File: config.mk
export PLATFORM = sky130hd
export DESIGN_NAME = temp_result_filter
export DESIGN_NICKNAME = d
export VERILOG_FILES = /design/src/rtl/temp_result_filter.sv
export SDC_FILE = /design/constraint.sdc
export NUM_CORES = 1
export LEC_CHECK = 0
export ABC_CLOCK_PERIOD_IN_PS = 2900
export CORE_UTILIZATION = 33
export CTS_CLUSTER_SIZE = 14
export DETAILED_ROUTE_END_ITERATION = 6
export SLEW_MARGIN = 20
export SYNTH_ARGS = -nofsm -noshare
export SYNTH_HDL_FRONTEND = slang
export SYNTH_SLANG_ARGS = --single-unit
File: constraint.sdc
create_clock -name clk -period 2.9 [get_ports clk]
set_input_delay 0.58 -clock clk [delete_from_list [all_inputs] [get_ports clk]]
set_output_delay 0.58 -clock clk [all_outputs]
set_load 0.03 [all_outputs]
File: src/rtl/temp_result_filter.sv
// rtl/temp_result_filter.sv - block averager, running min/max and hysteretic over-temperature alarm
//
// Ports:
//   clk, reset      clock; synchronous active-high reset
//   i_res           W-bit unsigned measurement result
//   i_res_valid     one-cycle strobe qualifying i_res
//   i_thr_hi        alarm set threshold (sampled only when a new average is produced)
//   i_clr_minmax    one-cycle strobe re-arming min/max tracking
//   o_avg           last completed block average (2**LOG2_AVG samples, truncated)
//   o_avg_valid     one-cycle pulse after o_avg updates
//   o_min, o_max    running minimum / maximum since reset or clear
//   o_alarm         over-temperature flag with HYST LSBs of hysteresis

module temp_result_filter #(
    parameter int W        = 7,
    parameter int LOG2_AVG = 2,
    parameter int HYST     = 2
) (
    input  logic         clk,
    input  logic         reset,
    input  logic [W-1:0] i_res,
    input  logic         i_res_valid,
    input  logic [W-1:0] i_thr_hi,
    input  logic         i_clr_minmax,
    output logic [W-1:0] o_avg,
    output logic         o_avg_valid,
    output logic [W-1:0] o_min,
    output logic [W-1:0] o_max,
    output logic         o_alarm
);

    // Accumulator holds N samples of W bits, so W+LOG2_AVG bits never overflow.
    localparam int AW = W + LOG2_AVG;
    // Counter needs at least one bit so LOG2_AVG = 0 still elaborates; it then stays at 0.
    localparam int CW = (LOG2_AVG > 0) ? LOG2_AVG : 1;
    localparam logic [CW-1:0] CNT_LAST = CW'((1 << LOG2_AVG) - 1);
    localparam logic [W-1:0]  HYST_W   = W'(HYST);

    // DUMP marks the cycle right after a block completed; it drives o_avg_valid.
    // Both states accept samples, so back-to-back strobes are never dropped.
    typedef enum logic {ACCUM = 1'b0, DUMP = 1'b1} state_t;

    state_t          state, state_nxt;
    logic [AW-1:0]   acc, acc_nxt;
    logic [CW-1:0]   cnt, cnt_nxt;
    logic [W-1:0]    avg_nxt, min_nxt, max_nxt;
    logic            alarm_nxt;
    logic [AW-1:0]   sum;
    logic [W-1:0]    avg_new;
    logic [W-1:0]    thr_lo;

    always_ff @(posedge clk) begin
        if (reset) begin
            state   <= ACCUM;
            acc     <= '0;
            cnt     <= '0;
            o_avg   <= '0;
            o_min   <= '1;
            o_max   <= '0;
            o_alarm <= 1'b0;
        end else begin
            state   <= state_nxt;
            acc     <= acc_nxt;
            cnt     <= cnt_nxt;
            o_avg   <= avg_nxt;
            o_min   <= min_nxt;
            o_max   <= max_nxt;
            o_alarm <= alarm_nxt;
        end
    end

    assign o_avg_valid = (state == DUMP);

    always_comb begin
        state_nxt = ACCUM;
        acc_nxt   = acc;
        cnt_nxt   = cnt;
        avg_nxt   = o_avg;
        alarm_nxt = o_alarm;
        min_nxt   = o_min;
        max_nxt   = o_max;

        sum     = acc + AW'(i_res);
        avg_new = W'(sum >> LOG2_AVG);
        // Clear threshold saturates at 0; a zero clear threshold means the alarm latches.
        thr_lo  = (i_thr_hi >= HYST_W) ? (i_thr_hi - HYST_W) : '0;

        if (i_res_valid) begin
            if (cnt == CNT_LAST) begin
                state_nxt = DUMP;
                acc_nxt   = '0;
                cnt_nxt   = '0;
                avg_nxt   = avg_new;
                if (avg_new >= i_thr_hi) begin
                    alarm_nxt = 1'b1;
                end else if (avg_new < thr_lo) begin
                    alarm_nxt = 1'b0;
                end
            end else begin
                acc_nxt = sum;
                cnt_nxt = cnt + CW'(1);
            end
        end

        // A clear coinciding with a sample seeds tracking with that sample.
        if (i_clr_minmax && i_res_valid) begin
            min_nxt = i_res;
            max_nxt = i_res;
        end else if (i_clr_minmax) begin
            min_nxt = '1;
            max_nxt = '0;
        end else if (i_res_valid) begin
            if (i_res < o_min) min_nxt = i_res;
            if (i_res > o_max) max_nxt = i_res;
        end
    end

endmodule
==> results of run 1 <==
==> per-layer routing <==
layer	global-route usage	vias to the layer above	wire, um
met5	0	-	0
met4	0.0364	0	39
met3	0.0375	5	214
met2	0.257	41	2570
met1	0.232	1002	2970
li1	-	1109	-
==> synthesized netlist by cell type, types with 2 or more instances <==
cell type | instances | share of area
sky130_fd_sc_hd__a21boi_0 | 2 | 0.0065
sky130_fd_sc_hd__a21o_1 | 3 | 0.0098
sky130_fd_sc_hd__a21oi_1 | 19 | 0.041
sky130_fd_sc_hd__a22o_1 | 7 | 0.027
sky130_fd_sc_hd__a22oi_1 | 4 | 0.013
sky130_fd_sc_hd__clkbuf_1 | 5 | 0.0081
sky130_fd_sc_hd__dfxtp_1 | 34 | 0.30
sky130_fd_sc_hd__ha_1 | 34 | 0.18
sky130_fd_sc_hd__inv_1 | 28 | 0.046
sky130_fd_sc_hd__mux2i_1 | 10 | 0.043
sky130_fd_sc_hd__nand2_1 | 17 | 0.028
sky130_fd_sc_hd__nand2b_1 | 5 | 0.014
sky130_fd_sc_hd__nand3_1 | 5 | 0.011
sky130_fd_sc_hd__nand3b_1 | 2 | 0.0065
sky130_fd_sc_hd__nor2_1 | 33 | 0.054
sky130_fd_sc_hd__nor2b_1 | 3 | 0.0081
sky130_fd_sc_hd__nor3_1 | 5 | 0.011
sky130_fd_sc_hd__nor3b_1 | 7 | 0.023
sky130_fd_sc_hd__o21a_1 | 3 | 0.0098
sky130_fd_sc_hd__o21ai_0 | 7 | 0.015
sky130_fd_sc_hd__o21bai_1 | 2 | 0.0065
sky130_fd_sc_hd__or2_2 | 2 | 0.0054
sky130_fd_sc_hd__xnor2_1 | 5 | 0.019
sky130_fd_sc_hd__xor2_1 | 5 | 0.019
==> cell usage in the layout (no fill, tap or decap), types with 4 or more instances in the layout <==
cell	count
sky130_fd_sc_hd__ha_1	29
sky130_fd_sc_hd__nor3_1	5
sky130_fd_sc_hd__a21oi_2	5
sky130_fd_sc_hd__clkdlybuf4s50_1	35
sky130_fd_sc_hd__nor3b_1	7
sky130_fd_sc_hd__nand2b_1	5
sky130_fd_sc_hd__clkbuf_8	6
sky130_fd_sc_hd__a22oi_1	4
sky130_fd_sc_hd__dfxtp_1	34
sky130_fd_sc_hd__buf_4	46
sky130_fd_sc_hd__mux2i_1	10
sky130_fd_sc_hd__inv_1	27
sky130_fd_sc_hd__nand3_1	5
sky130_fd_sc_hd__nor2_1	32
sky130_fd_sc_hd__nand2_1	16
sky130_fd_sc_hd__a21oi_1	14
sky130_fd_sc_hd__xor2_1	5
sky130_fd_sc_hd__o21ai_0	4
sky130_fd_sc_hd__a22o_1	7
==> worst max-delay path, delay by kind of cell <==
family / cells / cell delay (ns)
simple gates: 1 / 0.25
fa+ha+maj: 3 / 0.88
xor+xnor: 1 / 0.15
buf+inv: 3 / 0.39
compound gates: 6 / 0.74
==> area by class of cell <==
type | instances | area, um^2
fillers | 684 | 3420
multi-input cells | 200 | 1610
repair buffers | 86 | 752
flip-flops and latches | 34 | 681
inverters | 28 | 105
well taps | 80 | 100
clock buffers | 6 | 82.6
==> registers in the layout (all words and copies together) (netlist names) <==
signal and cells:
o_avg_valid 1, acc 9, cnt 2, o_alarm 1, o_min 7, o_avg 7, o_max 7
==> power groups by stage <==
stage	Clock, mW	Combinational, mW	Sequential [mW]
after floorplan	0	0.274	0.550
after global placement	0	0.496	0.527
after detailed placement	0	0.501	0.528
after CTS	0.363	0.543	0.520
after global routing	0.382	0.667	0.524
final	0.353	0.600	0.521
==> how the worst max path moves through the flow <==
| stage | to | cells after the start | slack, ns | startpoint |
|---|---|---|---|---|
| 4_1_cts | o_alarm$_SDFFE_PP0P_ | 12 | 0.006 | i_res[2] |
| 6_report | o_alarm$_SDFFE_PP0P_ | 14 | 0.10 | i_res[0] |
| 2_1_floorplan | o_alarm$_SDFFE_PP0P_ | 12 | 0.06 | i_res[0] |
| 3_3_place_gp | o_alarm$_SDFFE_PP0P_ | 13 | -0.50 | i_res[0] |
| 3_5_place_dp | o_alarm$_SDFFE_PP0P_ | 14 | -0.58 | i_res[0] |
| 5_1_grt | o_alarm$_SDFFE_PP0P_ | 14 | -0.02 | i_res[0] |
==> logic make-up (layout without fill, tap and decap cells) <==
kind of cell	count (synthesis)	after routing	share of synthesized area
simple gates	86	86	0.190
flops	34	34	0.295
buf+inv	35	120	0.0576
compound gates	58	58	0.178
xor+xnor	10	10	0.0380
fa+ha+maj	36	36	0.198
mux	10	10	0.0435
==> what timing repair did <==
item / 4_1_cts / 5_1_grt
pin swaps: 8 / 16
gates cloned: 0 / 0
setup endpoints to repair: 1 / 1
setup buffers: 7 / 4
gates resized for setup: 14 / 21
endpoints found under the hold margin: 0 / 0
hold buffers: 0 / 0
==> impl_summary.txt, run 1 <==
----------------------------------------------------
[Drt]
  Final Routed Wirelength ... 5.79 mm
  Post-route DRC ... 0
  Count of routing violations after the opening detailed-route iteration ... between 60 and 70
  Routed Antenna Nets ... 0
  Avg WL per Cell ... between 10 and 15 um
  Total vias in the final route ... about 2200
  Iteration count of the initial detailed-routing pass ... 4
  Routed vias/inst ... just under 5

[Die]
  Area enclosed by the die boundary ... 7320 um^2
  Horiz. Die Dim ... between 80 and 90 um
  Floorplan row count ... 30
  Initial Util ... 0.341
  Height of the chip ... around 86 um
  Area of the core ... 6760 um^2
  Total I/O pin count ... roughly 40

[Critical path]
  Slowest Stage Delay on Critical Path ... between 0.3 and 0.4 ns
  Critical path peak fanout ... 3
  Critical path capture point type ... flip-flop
  Crit path kind ... input pin to flip-flop
  Library cell contributing the largest single delay on the critical path ... sky130_fd_sc_hd__fa_2
  Startpoint type of the worst setup path ... input pin
  Cell chain of the critical path ... clkdlybuf4s15_1 -> ha_2 -> inv_2 -> fa_2 -> and2b_2 -> o31ai_4 -> a21oi_2 -> o21ai_2 -> xnor2_2 -> buf_4 -> ha_1 -> a21oi_1 -> a211o_1 -> o41ai_2
  Launch instance of the worst register-to-register path ... acc[0]$_SDFFE_PP0P_
  Setup slack of the most critical reg-to-reg path ... 0.27 ns
  Worst reg-to-reg path cell count ... 13
  Reg2Reg Capture Point ... o_alarm$_SDFFE_PP0P_
  Data arrival at the endpoint of the critical path ... between 2 and 3 ns
  Crit path required time ... between 3 and 4 ns

[GRT]
  Overall overflow remaining after global route ... 0
  Total GRT Usage ... 0.165
  Number of antenna violations at the first check in global routing ... 0
  Maximum number of pins on one net before global-route repair ... 18
  Global-route wire length before repair ... 9.52 mm
  Vias in the first global route ... 2013

[Power and ir drop]
  Highest ir drop seen on vdd ... roughly 200 uV
  Power per standard cell area ... 442 nW/um^2
  Clk network pwr share ... 0.239
  NetSw ... ~480 uW
  Portion of total power attributed to sequential cells ... 0.353
  Combinational share of power ... 0.407
  Internal power ... about 1000 uW
  Share of total power consumed by net switching ... 0.325
  Total power ... 1.47 mW
  Leakage power ... 1.57 nW

[Finish]
  Layout Cell Area excl Fill ... between 3000 and 4000 um^2
  Area added between synthesis and finish ... 44.6%
  Fin cells ... between 400 and 500
  Diodes inserted ... 0
  Final standard cell utilization of the core ... 0.493
  Number of nets in the layout ... around 400
  Ratio of cells with drive above 1 in the final layout ... 0.232

[CTS]
  Number of levels the H-tree was split into ... 2
  TritonCTS clock tree ... built
  Clk slew on worst S/H paths ... around 0.070 ns
  Total CTS buffers ... 5
  Buffer levels on the longest clock path ... 2
  CTS Root Buffer Type ... sky130_fd_sc_hd__clkbuf_8
  Number of clock sinks ... 34
  Clock latency reported for the late side of the worst-skew pair ... 0.29 ns

[Placed design]
  HPWL after detailed placement ... roughly 4.3 mm
  Number of buffers inserted by port buffering ... 40
  GP Congestion ... around 0.86
  Number of cells in the design after placement ... approximately 420
  Worst setup slack before clock tree synthesis ... -0.580 ns
  Area of placed instances ... approximately 3000 um^2

[Synthesis]
  Syn avg cell area ... 8.56 um^2
  Instance count of the mapped netlist ... around 270
  Synthesized netlist net count ... around 320
  Ys Warns ... 0
  #FFs+latches synth ... 34
  Async S/R FF share, synth ... 0
  Unique cell type count in the Yosys netlist ... 46
  Synth Cell Area ... between 2000 and 2500 um^2
  Top flip-flop cell by instance count after synthesis ... sky130_fd_sc_hd__dfxtp_1
  Sequential area share after synthesis ... 0.295
  Number of synthesized flops with an enable pin ... 0

[Timing]
  Worst Max-Slew Pin Slew ... between 0.8 and 0.9 ns
  Final Hold Slack ... 0.460 ns
  Post-layout worst setup margin ... roughly 0.10 ns
  Final min period ... 2.80 ns
  Max-Slew Margin vs Limit ... 0.429
  Setup tns final ... 0 ns
  Fin. Hold Viols ... 0
  Timing-limited maximum frequency ... roughly 360 MHz
  Total setup violations reported at the end of the flow ... 0
  Share of the clock period used by the worst path after layout ... 0.964
  Final Skew ... 0.00758 ns
  Pins Over Slew Limit ... 0

[Min path]
  Hold Path Depth ... 2
  Hold Crit Endpoint ... o_avg[2]$_SDFFE_PP0P_
  Path category of the worst min-delay check ... flip-flop to flip-flop
  Launch instance of the worst min-delay path ... o_avg[2]$_SDFFE_PP0P_

[Flow run]
  Count of max-cap constraint violations ... 0

[Status]
  Status ... complete, no violations

----------------------------------------------------
(Power assumes the default switching activity.)
==> run 2: changes to the inputs <==
--- a/config.mk
+++ b/config.mk
@@ -6,6 +6,7 @@
 export NUM_CORES = 1
 export LEC_CHECK = 0
 export ABC_CLOCK_PERIOD_IN_PS = 2900
+export CORE_ASPECT_RATIO = 0.75
 export CORE_UTILIZATION = 33
 export CTS_CLUSTER_SIZE = 14
 export DETAILED_ROUTE_END_ITERATION = 6
==> run 2 against run 1 <==
Compared with the run above: non-clock buffer count fell by 9; critical path depth did not move; power rose by 3.3%; sequential power barely moved; global-route usage rose by 0.26 points; via count fell by 2.9%; hold slack got worse by 0.0068 ns; die area barely moved; first-iteration DRC count rose by 29%; highest routed layer unchanged.
==> impl_summary.txt, run 2 (same netlist as run 1, synthesis figures left out) <==
----------------------------------------------------
[Placed design]
  GP Congestion ... between 0.8 and 0.9
  Number of buffers inserted by port buffering ... 40
  Worst setup slack before clock tree synthesis ... -0.532 ns
  HPWL after detailed placement ... 4.58 mm

[Drt]
  Avg WL per Cell ... about 14 um
  Total vias in the final route ... roughly 2100
  Count of routing violations after the opening detailed-route iteration ... 85
  Post-route DRC ... 0
  Final Routed Wirelength ... just under 6 mm
  Routed Antenna Nets ... 0
  Routed vias/inst ... between 4 and 5
  Iteration count of the initial detailed-routing pass ... 6

[Power and ir drop]
  Leakage power ... approximately 1.5 nW
  Internal power ... between 1 and 1.5 mW
  Power per standard cell area ... 464 nW/um^2
  Portion of total power attributed to sequential cells ... 0.341
  Clk network pwr share ... 0.294
  Combinational share of power ... 0.364
  NetSw ... about 470 uW
  Share of total power consumed by net switching ... 0.312
  Highest ir drop seen on vdd ... ~200 uV

[Timing]
  Timing-limited maximum frequency ... 360 MHz
  Max-Slew Margin vs Limit ... 0.433
  Total setup violations reported at the end of the flow ... 0
  Final min period ... approximately 2.8 ns
  Fin. Hold Viols ... 0
  Worst Max-Slew Pin Slew ... 0.850 ns
  Share of the clock period used by the worst path after layout ... 0.958
  Pins Over Slew Limit ... 0
  Post-layout worst setup margin ... 0.122 ns
  Final Skew ... between 0.003 and 0.004 ns

[GRT]
  Total GRT Usage ... 0.167
  Vias in the first global route ... roughly 2000
  Global-route wire length before repair ... a little over 9 mm
  Overall overflow remaining after global route ... 0
  Maximum number of pins on one net before global-route repair ... 25
  Number of antenna violations at the first check in global routing ... 0

[Finish]
  Register with the most flip-flops ... acc
  Number of nets in the layout ... around 400
  Filler cells ... 617
  Diodes inserted ... 0
  Number of flip-flops in the largest register ... 9
  Area occupied by multi-input gates ... between 1500 and 2000 um^2
  Ratio of cells with drive above 1 in the final layout ... 0.208
  Most frequent standard cell in the layout excluding fill and tap cells ... sky130_fd_sc_hd__buf_4
  Sequential standard cell area ... between 600 and 700 um^2
  Area added between synthesis and finish ... 42.4%
  Most frequent cells in the layout ... sky130_fd_sc_hd__buf_4 (37), sky130_fd_sc_hd__clkdlybuf4s50_1 (35), sky130_fd_sc_hd__dfxtp_1 (34), sky130_fd_sc_hd__nor2_1 (32), sky130_fd_sc_hd__ha_1 (29)
  Final standard cell utilization of the core ... 0.504

[Die]
  Horiz. Die Dim ... 98.5 um
  Height of the chip ... roughly 74 um
  Floorplan row count ... 25
  Area of the core ... 6510 um^2
  Total I/O pin count ... 41
  Initial Util ... 0.354
  Area enclosed by the die boundary ... 7320 um^2

[Critical path]
  Worst reg-to-reg path cell count ... 13
  Crit path kind ... input pin to flip-flop
  Crit path required time ... roughly 3 ns
  Critical path capture point type ... flip-flop
  Data arrival at the endpoint of the critical path ... between 2 and 3 ns
  Startpoint type of the worst setup path ... input pin
  Critical path peak fanout ... 4

[CTS]
  CTS Root Buffer Type ... sky130_fd_sc_hd__clkbuf_8
  Clk slew on worst S/H paths ... around 0.07 ns
  Buffer levels on the longest clock path ... 2
  Number of levels the H-tree was split into ... 2
  Number of clock sinks ... 34
  Clock latency reported for the late side of the worst-skew pair ... about 0.29 ns
  TritonCTS clock tree ... built
  Total CTS buffers ... 5

[Min path]
  Path category of the worst min-delay check ... flip-flop to flip-flop
  Hold Path Depth ... 2

[Flow run]
  Count of max-cap constraint violations ... 0

[Status]
  Status ... complete, no violations

----------------------------------------------------
-- run 2: critical path, cell delays in order --
cell and delay [ns]:
sky130_fd_sc_hd__dlygate4sd2_1 0.28, sky130_fd_sc_hd__buf_4 0.16, sky130_fd_sc_hd__ha_1 0.30, sky130_fd_sc_hd__a21oi_2 0.16, sky130_fd_sc_hd__o211ai_1 0.15, sky130_fd_sc_hd__nor2_2 0.22
sky130_fd_sc_hd__buf_4 0.15, sky130_fd_sc_hd__xnor2_1 0.07, sky130_fd_sc_hd__ha_1 0.28, sky130_fd_sc_hd__nand2_1 0.06, sky130_fd_sc_hd__o21ai_2 0.13, sky130_fd_sc_hd__nand3_1 0.08
sky130_fd_sc_hd__a211o_1 0.30, sky130_fd_sc_hd__o41ai_2 0.05
-- run 2: metal layers --
layer	track usage	vias up	routed length (um)
met4	0.0348	0	46
met2	0.256	31	2500
li1	-	1093	-
met5	0	-	0
met3	0.0461	4	184
met1	0.237	967	3140
-- run 2: layout make-up --
type,count,share of cell area
Sequential cell,34,0.208
Clock buffer,6,0.0252
Clock inverter,1,0.00916
Inverter,28,0.0320
Timing Repair Buffer,77,0.207
Tap cell,81,0.0309
Multi-Input combinational cell,200,0.488
-- run 2: repair_timing --
| item | CTS | global route |
|---|---|---|
| endpoints found under the setup margin | 1 | 1 |
| setup buffers | 2 | 1 |
| gates resized for setup | 11 | 20 |
| pin swaps | 4 | 16 |
| hold buffers | 0 | 0 |
-- run 2: metrics by stage --
step / TNS, ns / cells / cell area (um^2) / hold slack, ns / power (mW)
6_report: 0 / 427 / 3280 / 0.454 / 1.52
3_3_place_gp: -1.07 / 417 / 3030 / 0.450 / 1.03
3_5_place_dp: -1.61 / 417 / 3030 / 0.446 / 1.04
2_1_floorplan: 0 / 269 / 2300 / 0.458 / 0.824
5_1_grt: -0.00349 / 427 / 3280 / 0.488 / 1.63
4_1_cts: 0 / 426 / 3180 / 0.456 / 1.50
-- run 2: worst paths after layout --
path	startpoint	to	slack, ns
setup / recovery	i_res[1]	o_alarm$_SDFFE_PP0P_	0.12
hold / removal	o_avg[2]$_SDFFE_PP0P_	o_avg[2]$_SDFFE_PP0P_	0.45
setup reg to reg	acc[0]$_SDFFE_PP0P_	o_alarm$_SDFFE_PP0P_	0.23
hold reg to reg	o_avg[2]$_SDFFE_PP0P_	o_avg[2]$_SDFFE_PP0P_	0.45
-- run 2: power by group through the flow --
stage / logic [mW] / clock network, mW / registers, mW
finish: 0.555 / 0.448 / 0.520
global route: 0.615 / 0.491 / 0.523
CTS: 0.521 / 0.466 / 0.517
detailed placement: 0.508 / 0 / 0.527
global placement: 0.499 / 0 / 0.527
floorplan: 0.274 / 0 / 0.550
==> run 3: changes to the inputs <==
--- a/config.mk
+++ b/config.mk
@@ -6,11 +6,12 @@
 export NUM_CORES = 1
 export LEC_CHECK = 0
 export ABC_CLOCK_PERIOD_IN_PS = 2900
+export CAP_MARGIN = 0
 export CORE_ASPECT_RATIO = 0.75
 export CORE_UTILIZATION = 33
 export CTS_CLUSTER_SIZE = 14
 export DETAILED_ROUTE_END_ITERATION = 6
-export SLEW_MARGIN = 20
+export SLEW_MARGIN = 25
 export SYNTH_ARGS = -nofsm -noshare
 export SYNTH_HDL_FRONTEND = slang
 export SYNTH_SLANG_ARGS = --single-unit
==> constraint.sdc (replaced) <==
create_clock -name clk -period 2.9 [get_ports clk]
set_input_delay 0.58 -clock clk [delete_from_list [all_inputs] [get_ports clk]]
set_output_delay 0.58 -clock clk [all_outputs]
set_load 0.05 [all_outputs]
==> results of run 3 <==
The final DEF is identical to that of run 2. Status: complete, no violations.
Among the figures that moved: total power 1.52 mW -> 1.54 mW; worst IR drop on VDD 204 uV -> 208 uV
